File: src/rtl/seg_disp_sched_if.sv
// seg_disp_sched_if: requester handshake and display bus of the 7-segment scheduler
interface seg_disp_sched_if;
  logic        req_sw;
  logic [15:0] sw_val;
  logic        req_res;
  logic [31:0] res_val;
  logic        grant_sw;
  logic        grant_res;
  logic        busy;
  logic        done;
  logic        ovf;
  logic        disp_src;
  logic [15:0] seg_data_16;
  modport master (
    output req_sw, sw_val, req_res, res_val,
    input  grant_sw, grant_res, busy, done, ovf, disp_src, seg_data_16
  );
  modport slave (
    input  req_sw, sw_val, req_res, res_val,
    output grant_sw, grant_res, busy, done, ovf, disp_src, seg_data_16
  );
endinterface

File: src/rtl/seg_disp_sched.sv
// seg_disp_sched: arbitrates switch/result display requests and converts to blanked BCD
module seg_disp_sched #(
  parameter bit LZ_BLANK = 1'b1,
  parameter bit RES_PRIO = 1'b1
) (
  input logic             clk,
  input logic             rst,
  seg_disp_sched_if.slave bus
);
  typedef enum logic [1:0] {IDLE, LOAD, SHIFT, DONE} state_t;
  state_t      state;
  logic [31:0] val;
  logic [13:0] bin;
  logic [15:0] bcd;
  logic [15:0] adj;
  logic [15:0] blanked;
  logic [3:0]  cnt;
  logic        src_n;
  logic        ovf_n;
  logic        pick_res;
  assign pick_res = bus.req_res && (RES_PRIO || !bus.req_sw);
  for (genvar i = 0; i < 4; i++) begin : g_adj
    assign adj[4*i +: 4] = (bcd[4*i +: 4] >= 4'd5) ? bcd[4*i +: 4] + 4'd3 : bcd[4*i +: 4];
  end
  always_comb begin
    blanked[3:0]   = bcd[3:0];
    blanked[7:4]   = (LZ_BLANK && bcd[15:4] == 12'd0) ? 4'hF : bcd[7:4];
    blanked[11:8]  = (LZ_BLANK && bcd[15:8] == 8'd0) ? 4'hF : bcd[11:8];
    blanked[15:12] = (LZ_BLANK && bcd[15:12] == 4'd0) ? 4'hF : bcd[15:12];
  end
  always_ff @(posedge clk) begin
    if (rst) begin
      state           <= IDLE;
      val             <= '0;
      bin             <= '0;
      bcd             <= '0;
      cnt             <= '0;
      src_n           <= 1'b0;
      ovf_n           <= 1'b0;
      bus.grant_sw    <= 1'b0;
      bus.grant_res   <= 1'b0;
      bus.busy        <= 1'b0;
      bus.done        <= 1'b0;
      bus.ovf         <= 1'b0;
      bus.disp_src    <= 1'b0;
      bus.seg_data_16 <= LZ_BLANK ? 16'hFFF0 : 16'h0000;
    end else begin
      bus.grant_sw  <= 1'b0;
      bus.grant_res <= 1'b0;
      bus.done      <= 1'b0;
      case (state)
        IDLE: begin
          bus.busy <= bus.req_sw || bus.req_res;
          if (bus.req_sw || bus.req_res) begin
            bus.grant_res <= pick_res;
            bus.grant_sw  <= !pick_res;
            val           <= pick_res ? bus.res_val : {16'd0, bus.sw_val};
            src_n         <= pick_res;
            state         <= LOAD;
          end
        end
        LOAD: begin
          ovf_n <= val > 32'd9999;
          bin   <= val[13:0];
          bcd   <= '0;
          cnt   <= '0;
          state <= SHIFT;
        end
        SHIFT: begin
          {bcd, bin} <= {adj[14:0], bin, 1'b0};
          cnt        <= cnt + 4'd1;
          if (cnt == 4'd13) state <= DONE;
        end
        DONE: begin
          bus.seg_data_16 <= ovf_n ? 16'hFFFF : blanked;
          bus.ovf         <= ovf_n;
          bus.disp_src    <= src_n;
          bus.done        <= 1'b1;
          state           <= IDLE;
        end
        default: state <= IDLE;
      endcase
    end
  end
endmodule

File: src/flat_wrapper.sv
// flat-port wrapper written by rule: the top's interface ports become plain ports
module seg_disp_sched_flat 
#(
  parameter bit LZ_BLANK = 1'b1,
  parameter bit RES_PRIO = 1'b1
)
  (clk, rst, bus_req_sw, bus_sw_val, bus_req_res, bus_res_val, bus_grant_sw, bus_grant_res, bus_busy, bus_done, bus_ovf, bus_disp_src, bus_seg_data_16);
  seg_disp_sched_if bus_i ();
  input logic clk;
  input logic rst;
  input wire logic [$bits(bus_i.req_sw)-1:0] bus_req_sw;
  input wire logic [$bits(bus_i.sw_val)-1:0] bus_sw_val;
  input wire logic [$bits(bus_i.req_res)-1:0] bus_req_res;
  input wire logic [$bits(bus_i.res_val)-1:0] bus_res_val;
  output wire logic [$bits(bus_i.grant_sw)-1:0] bus_grant_sw;
  output wire logic [$bits(bus_i.grant_res)-1:0] bus_grant_res;
  output wire logic [$bits(bus_i.busy)-1:0] bus_busy;
  output wire logic [$bits(bus_i.done)-1:0] bus_done;
  output wire logic [$bits(bus_i.ovf)-1:0] bus_ovf;
  output wire logic [$bits(bus_i.disp_src)-1:0] bus_disp_src;
  output wire logic [$bits(bus_i.seg_data_16)-1:0] bus_seg_data_16;
  assign bus_i.req_sw = bus_req_sw;
  assign bus_i.sw_val = bus_sw_val;
  assign bus_i.req_res = bus_req_res;
  assign bus_i.res_val = bus_res_val;
  assign bus_grant_sw = bus_i.grant_sw;
  assign bus_grant_res = bus_i.grant_res;
  assign bus_busy = bus_i.busy;
  assign bus_done = bus_i.done;
  assign bus_ovf = bus_i.ovf;
  assign bus_disp_src = bus_i.disp_src;
  assign bus_seg_data_16 = bus_i.seg_data_16;
  seg_disp_sched #(.LZ_BLANK(LZ_BLANK), .RES_PRIO(RES_PRIO)) u_core (.clk(clk), .rst(rst), .bus(bus_i));
endmodule
File: config.mk
export PLATFORM = sky130hd
export DESIGN_NAME = seg_disp_sched_flat
export DESIGN_NICKNAME = d
export VERILOG_FILES = /design/src/rtl/seg_disp_sched_if.sv /design/src/rtl/seg_disp_sched.sv /design/src/flat_wrapper.sv
export SDC_FILE = /design/constraint.sdc
export NUM_CORES = 1
export LEC_CHECK = 0
export CAP_MARGIN = 30
export CORE_MARGIN = 2
export CORE_UTILIZATION = 25
export DETAILED_ROUTE_END_ITERATION = 12
export HOLD_SLACK_MARGIN = 0.02
export PLACE_DENSITY_LB_ADDON = 0.2
export SKIP_CTS_REPAIR_TIMING = 1
export SYNTH_ARGS = -nofsm -noshare
export SYNTH_HDL_FRONTEND = slang
export SYNTH_SLANG_ARGS = --single-unit
File: constraint.sdc
create_clock -name clk -period 1.5 [get_ports clk]
set_clock_uncertainty 0.05 [all_clocks]
set_input_delay 0.225 -clock clk [delete_from_list [all_inputs] [get_ports clk]]
set_output_delay 0.225 -clock clk [all_outputs]
set_load 0.02 [all_outputs]
==> results of run 1 <==
cell usage after synthesis, drive strengths merged (4+ instances only):
| cell type | count | area (um2) |
|---|---|---|
| nand2b | 13 | 81.33 |
| nor2 | 58 | 217.7 |
| xnor2 | 4 | 35.03 |
| nand3 | 20 | 100.1 |
| nand2 | 29 | 116.4 |
| ha | 16 | 200.2 |
| nor3 | 6 | 30.03 |
| o31ai | 5 | 37.54 |
| mux2i | 34 | 340.3 |
| o21ai | 14 | 85.08 |
| clkbuf | 5 | 18.77 |
| nor4 | 5 | 31.28 |
| a211oi | 30 | 225.2 |
| o32a | 4 | 42.54 |
| a32oi | 4 | 35.03 |
| dfxtp | 92 | 1842 |
| o22ai | 11 | 68.82 |
| buf | 24 | 182.7 |
| a21oi | 29 | 145.1 |
| nor3b | 5 | 47.54 |
| inv | 13 | 48.80 |
layout make-up:
| type | count | area (um2) |
|---|---|---|
| well taps | 216 | 270.3 |
| clock inverters | 6 | 72.57 |
| fillers | 1670 | 10160 |
| clock buffers | 10 | 229.0 |
| inverters | 13 | 51.30 |
| multi-input cells | 309 | 2153 |
| repair buffers | 123 | 1212 |
| flip-flops and latches | 92 | 1852 |
layer usage:
metal	vias up	GRT usage (%)	wire [um]
met5	-	0	0
met4	0	5.257	204
met3	16	2.499	368
met2	71	17.45	4295
met1	1606	15.56	4934
li1	1785	-	-
kinds of logic (layout without fill, tap and decap cells):
logic type               after synthesis  in the layout  share of synthesized area, %
buffers and inverters                 42            152                         6.089
multiplexers                          36             36                         8.828
flip-flops                            92             92                         44.81
AO/OA/AOI/OAI                        104            104                         17.08
XOR/XNOR                               6              6                         1.279
adder cells (fa/ha/maj)               16             16                         4.871
AND/OR/NAND/NOR                      147            147                         17.05
worst paths after layout:
check	startpoint	slack, ps	cells after the start	to
max	u_core.state[1]	40	7	u_core.ovf_n
max reg2reg	u_core.state[1]	40	7	u_core.ovf_n
min reg2reg	u_core.val[27]	400	2	u_core.val[27]
min	rst	220	2	u_core.bcd[11]
critical path: cells and delay by family, from the launching register on:
family                     cells  cell delay (ps)
AOI/OAI and AO/OA              1              100
adders and majority gates      1              170
and+or+nand+nor                3              500
DFF                            1              340
buffers and inverters          2              170
per-stage QoR:
step                std cells  util [%]  hold slack (ps)  total power, mW
finish                    769     36.50            215.7            8.532
global route              769     36.50            240.3            9.128
CTS                       768     35.01            187.9            8.423
detailed placement        752     33.12            394.9            6.072
global placement          752     33.12            390.7            6.016
floorplan                 443         -            339.6            5.091
sequential cells by signal, summed over array words and instances (netlist names):
register and flops:
u_core.val 32, u_core.bcd 16, u_core.bus.seg_data_16 16, u_core.bin 14
u_core.cnt 4, u_core.state 2, u_core.bus.busy 1, u_core.bus.disp_src 1
u_core.bus.done 1, u_core.bus.grant_res 1, u_core.bus.grant_sw 1, u_core.bus.ovf 1
u_core.ovf_n 1, u_core.src_n 1
power breakdown:
part / switching (mW) / total (mW) / internal (mW)
Sequential: 0.279 / 3.19 / 2.91
Combinational: 1.51 / 3.04 / 1.52
Clock: 0.998 / 2.31 / 1.31
Total: 2.79 / 8.53 / 5.74
==> summary.md, run 1 <==
| Metric | Value |
|---|---|
| Status | finished clean |
| EDFF count, synth | 0 |
| Fin nets | between 600 and 700 |
| First-pass DRT Iterations | 4 |
| FF+latch count, synth | around 90 |
| Worst min path class | primary input to flop |
| Worst Tran Pin Value | 345.5 ps |
| Slowest cell on crit path | dfxtp_2 |
| Dpl hpwl | 7.125 mm |
| Die Area | about 17000 um2 |
| Initial Util | around a quarter |
| Worst Path Required | between 1500 and 2000 ps |
| Routability cong. | approximately 0.76 |
| Peak supply drop | just under 0.6 mV |
| CTS root buf | clkbuf_16 |
| Vias per cell | 4.523 |
| Slew Limit Fails | 0 |
| Most common cell after layout, fill and taps aside | dfxtp_1 |
| Non-Filler Cell Area, Final | 5841 um2 |
| TritonCTS clock tree | done |
| Via Count | 3478 |
| Post-Syn Instances | between 400 and 500 |
| Kind of critical path | flop to flop |
| Syn avg cell area | 9.278 um2 |
| Critical path, cell by cell | inv_2 > buf_4 > ha_2 > nor4b_4 > nand4_1 > nor4_2 > a211oi_1 |
| Setup violations, final | 0 |
| RSZ-0062 raised after global routing | true |
| Ys flop type | dfxtp_1 |
| Detailed Route WL | 9.802 mm |
| Worst Setup End Kind | flop |
| Worst-Skew Late Latency | approximately 350 ps |
| Post-DP Area | about 5300 um2 |
| Pre-CTS setup slack | -106.6 ps |
| Overall Global Routing Usage | 11.48% |
| Wire length per cell | 12.75 um |
| DRC Markers | 0 |
| Post-route ant nets | 0 |
| Initial antenna violation count | 0 |
| Share of cells above drive strength 1 | approximately 20% |
| Pin count of the biggest net entering global routing | 39 |
| F_max | between 0.6 and 0.7 GHz |
| Part of the cycle the worst path needs | between 90% and 100% |
| Worst setup margin | 43.17 ps |
| Max FO, Critical Path | 3 |
| Cell Area, Synth | 4110 um2 |
| CTS sink count | 92 |
| Fin crit period | roughly 1500 ps |
| DR iter-0 viols | 185 |
| I/O pin total | 74 |
| Commonest cells after routing, fill and taps aside | dfxtp_1 (84), nor2_1 (58), clkdlybuf4s50_1 (49) |
| IO buf count | between 70 and 80 |
| Yosys cell types | 47 |
| Number of global-route vias before repair | 3369 |
| Total CTS buffers | 9 |
| Die X | 132.2 um |
| Slew HR | 76.75% |
| CTS max path bufs | 2 |
| WP data arrival | ~1600 ps |
| Remaining Overflow, GRT | 0 |
| Hold Vio Cnt, Final | 0 |
| Clock transition at path regs | 70 ps |
| # rows | 46 |
| Die H | 132.2 um |
| Max_cap viols | 0 |
| Total negative setup slack | 0 ps |
| Yosys warns | 0 |
| Number of H-tree levels | 3 |
| Syn Nets | 511 |
| Post-synth ARST share | 0% |
| Power per cell area | approximately 1500 nW/um2 |
| Critical path launch point type | flop |
| Largest stage delay on the critical path | 340 ps |
| Seq/Total Area, Yosys | 44.81% |
| Syn-to-layout area delta | 42.10% |
| Leak pwr | 2.343 nW |
| Core region area | 16000 um2 |
| Ant diodes | 0 |
| Global-route wire length before repair | 16.36 mm |
(Power assumes the default switching activity.)
==> inputs of run 2 (changes only) <==
Settings changed: RECOVER_POWER set to 50.
==> run 2 against run 1 <==
  * Non-clock buffer count unchanged
  * Cell count unchanged
  * Worst hold slack about the same
  * Total power decreased by 0.29%
  * Sequential power about the same
  * First-iteration DRC count increased by 12%
  * Register-to-register slack about the same
  * Largest power group unchanged
  * Fmax about the same
  * Design area decreased by 1.3%
==> summary.md, run 2 (same netlist as run 1, synthesis figures left out) <==
| Metric | Value |
|---|---|
| Biggest regs | u_core.val: 32 flops, u_core.bcd: 16 flops, u_core.bus.seg_data_16: 16 flops |
| Internal | 5.719 mW (-0.42%) |
| Clock group share of total power | 27.1% (about the same) |
| DR iter-0 viols | 208 (+12%) |
| Share of cells above drive strength 1 | 20.25% (-0.18 points) |
| Die X | 132.2 um (unchanged) |
| Non-Filler Cell Area, Final | 5767 um2 (-1.3%) |
| Worst Setup End Kind | flop |
| Pin count of the biggest net entering global routing | 39 (unchanged) |
| Clock transition at path regs | 70 ps (about the same) |
| Worst setup margin | 43.16 ps (-0.01040 ps) |
| Post-DP Area | 5300 um2 (unchanged) |
| Part of the cycle the worst path needs | 97.12% (about the same) |
| Overall Global Routing Usage | 11.48% (unchanged) |
| Worst Path Required | 1680 ps (about the same) |
| Sw Ratio | 32.77% (+0.090 points) |
| Total negative setup slack | 0 ps (unchanged) |
| Largest reg by FF count | u_core.val |
| Worst Tran Pin Value | 345.5 ps (+0.01979 ps) |
| Fin crit period | 1457 ps (+0.01040 ps) |
| Die Area | 17480 um2 (unchanged) |
| Commonest cells after routing, fill and taps aside | dfxtp_1 (84), nor2_1 (58), clkdlybuf4s50_1 (49) |
| TritonCTS clock tree | done |
| Global-route wire length before repair | 16.36 mm (unchanged) |
| Dpl hpwl | 7.125 mm (unchanged) |
| Slew HR | 76.75% (about the same) |
| RSZ-0062 raised after global routing | true |
| Setup violations, final | 0 (unchanged) |
| Total CTS buffers | 9 (unchanged) |
| DRC Markers | 0 (unchanged) |
| Kind of critical path | flop to flop |
| CTS max path bufs | 2 (unchanged) |
| Number of H-tree levels | 3 (unchanged) |
| Max_cap viols | 0 (unchanged) |
| Ant diodes | 0 (unchanged) |
| Total power | 8.508 mW (-0.29%) |
| Initial Util | 25.69% (unchanged) |
| Slew Limit Fails | 0 (unchanged) |
| Worst-Skew Late Latency | 350 ps (about the same) |
| CTS sink count | 92 (unchanged) |
| Most common cell after layout, fill and taps aside | dfxtp_1 |
| Via Count | 3471 (-0.20%) |
| Largest register FFs | 32 (unchanged) |
| # rows | 46 (unchanged) |
| Worst min path class | primary input to flop |
| Max FO, Critical Path | 3 (unchanged) |
| Wire length per cell | 12.77 um (+0.20%) |
| IO buf count | 73 (unchanged) |
| Remaining Overflow, GRT | 0 (unchanged) |
| F_max | 0.6864 GHz (about the same) |
| I/O pin total | 74 (unchanged) |
| Die H | 132.2 um (unchanged) |
| Core region area | 16000 um2 (unchanged) |
| Detailed Route WL | 9.822 mm (+0.20%) |
| Psw | 2.788 mW (about the same) |
| Syn-to-layout area delta | 40.30% |
| Peak supply drop | 0.5940 mV (about the same) |
| Initial antenna violation count | 0 (unchanged) |
| Fin nets | 616 (unchanged) |
| Finished Core Util | 36.04% (-0.46 points) |
| Status | finished clean |
| CTS root buf | clkbuf_16 |
| Sequential Power Share | 37.5% (+0.2 points) |
| Critical path launch point type | flop |
| Post-route ant nets | 0 (unchanged) |
| Leak pwr | 2.268 nW (-3.2%) |
| WP data arrival | 1630 ps (about the same) |
| Routability cong. | 0.7612 (unchanged) |
| Number of global-route vias before repair | 3369 (unchanged) |
| Power per cell area | 1475 nW/um2 (+0.99%) |
| Vias per cell | 4.514 (-0.20%) |
| Comb power frac | 35.4% (-0.2 points) |
| Pre-CTS setup slack | -106.6 ps (unchanged) |
| First-pass DRT Iterations | 4 (unchanged) |
| Hold Vio Cnt, Final | 0 (unchanged) |
[run 2: cell types whose count changed in the layout (fill, tap and decap cells not counted), sizes merged]
cell	previous run	this run
dlymetal6s2s	22	14
clkbuf	10	19
buf	52	51
[run 2: power by group through the flow]
stage          Clock (mW)  Sequential (mW)  Combinational, mW
2_1_floorplan           0             3.20               1.89
3_3_place_gp            0             3.22               2.80
3_5_place_dp            0             3.22               2.85
4_1_cts              2.40             3.17               2.85
5_1_grt              2.47             3.25               3.38
6_report             2.31             3.19               3.01
[run 2: area by class of cell]
class | instances | area [um2]
clock buffer | 10 | 229.0
clock inverter | 6 | 72.57
timing repair buffer | 123 | 1139
multi-input combinational | 309 | 2153
inverter | 13 | 51.30
sequential | 92 | 1852
tap | 216 | 270.3
fill | 1678 | 10230
[run 2: metal layers]
| metal | track usage, % | wire (um) | part of all wire [%] | vias up |
|---|---|---|---|---|
| met5 | 0 | 0 | 0 | - |
| met4 | 5.257 | 204 | 2.1 | 0 |
| met3 | 2.499 | 370 | 3.8 | 16 |
| met2 | 17.45 | 4296 | 44 | 71 |
| met1 | 15.56 | 4950 | 50 | 1596 |
| li1 | - | - | - | 1788 |
[run 2: worst paths after layout]
| check | start | end | slack, ps | depth (start not counted) |
|---|---|---|---|---|
| worst min register to register | u_core.val[27] | u_core.val[27] | 400 | 2 |
| worst max register to register | u_core.state[1] | u_core.ovf_n | 40 | 7 |
| worst min-delay path | rst | u_core.bcd[11] | 220 | 2 |
| worst max-delay path | u_core.state[1] | u_core.ovf_n | 40 | 7 |
[run 2: worst max-delay path, cell delays in order (launching register included)]
cell	delay, ps
dfxtp_2	340
inv_2	70
buf_4	100
ha_2	170
nor4b_4	180
nand4_1	140
nor4_2	180
a211oi_1	100
[run 2: per-stage QoR]
stage | cells | hold slack (ps)
floorplan | 443 | 339.6
global placement | 752 | 390.7
detailed placement | 752 | 394.9
CTS | 768 | 187.9
global route | 769 | 240.3
finish | 769 | 215.6
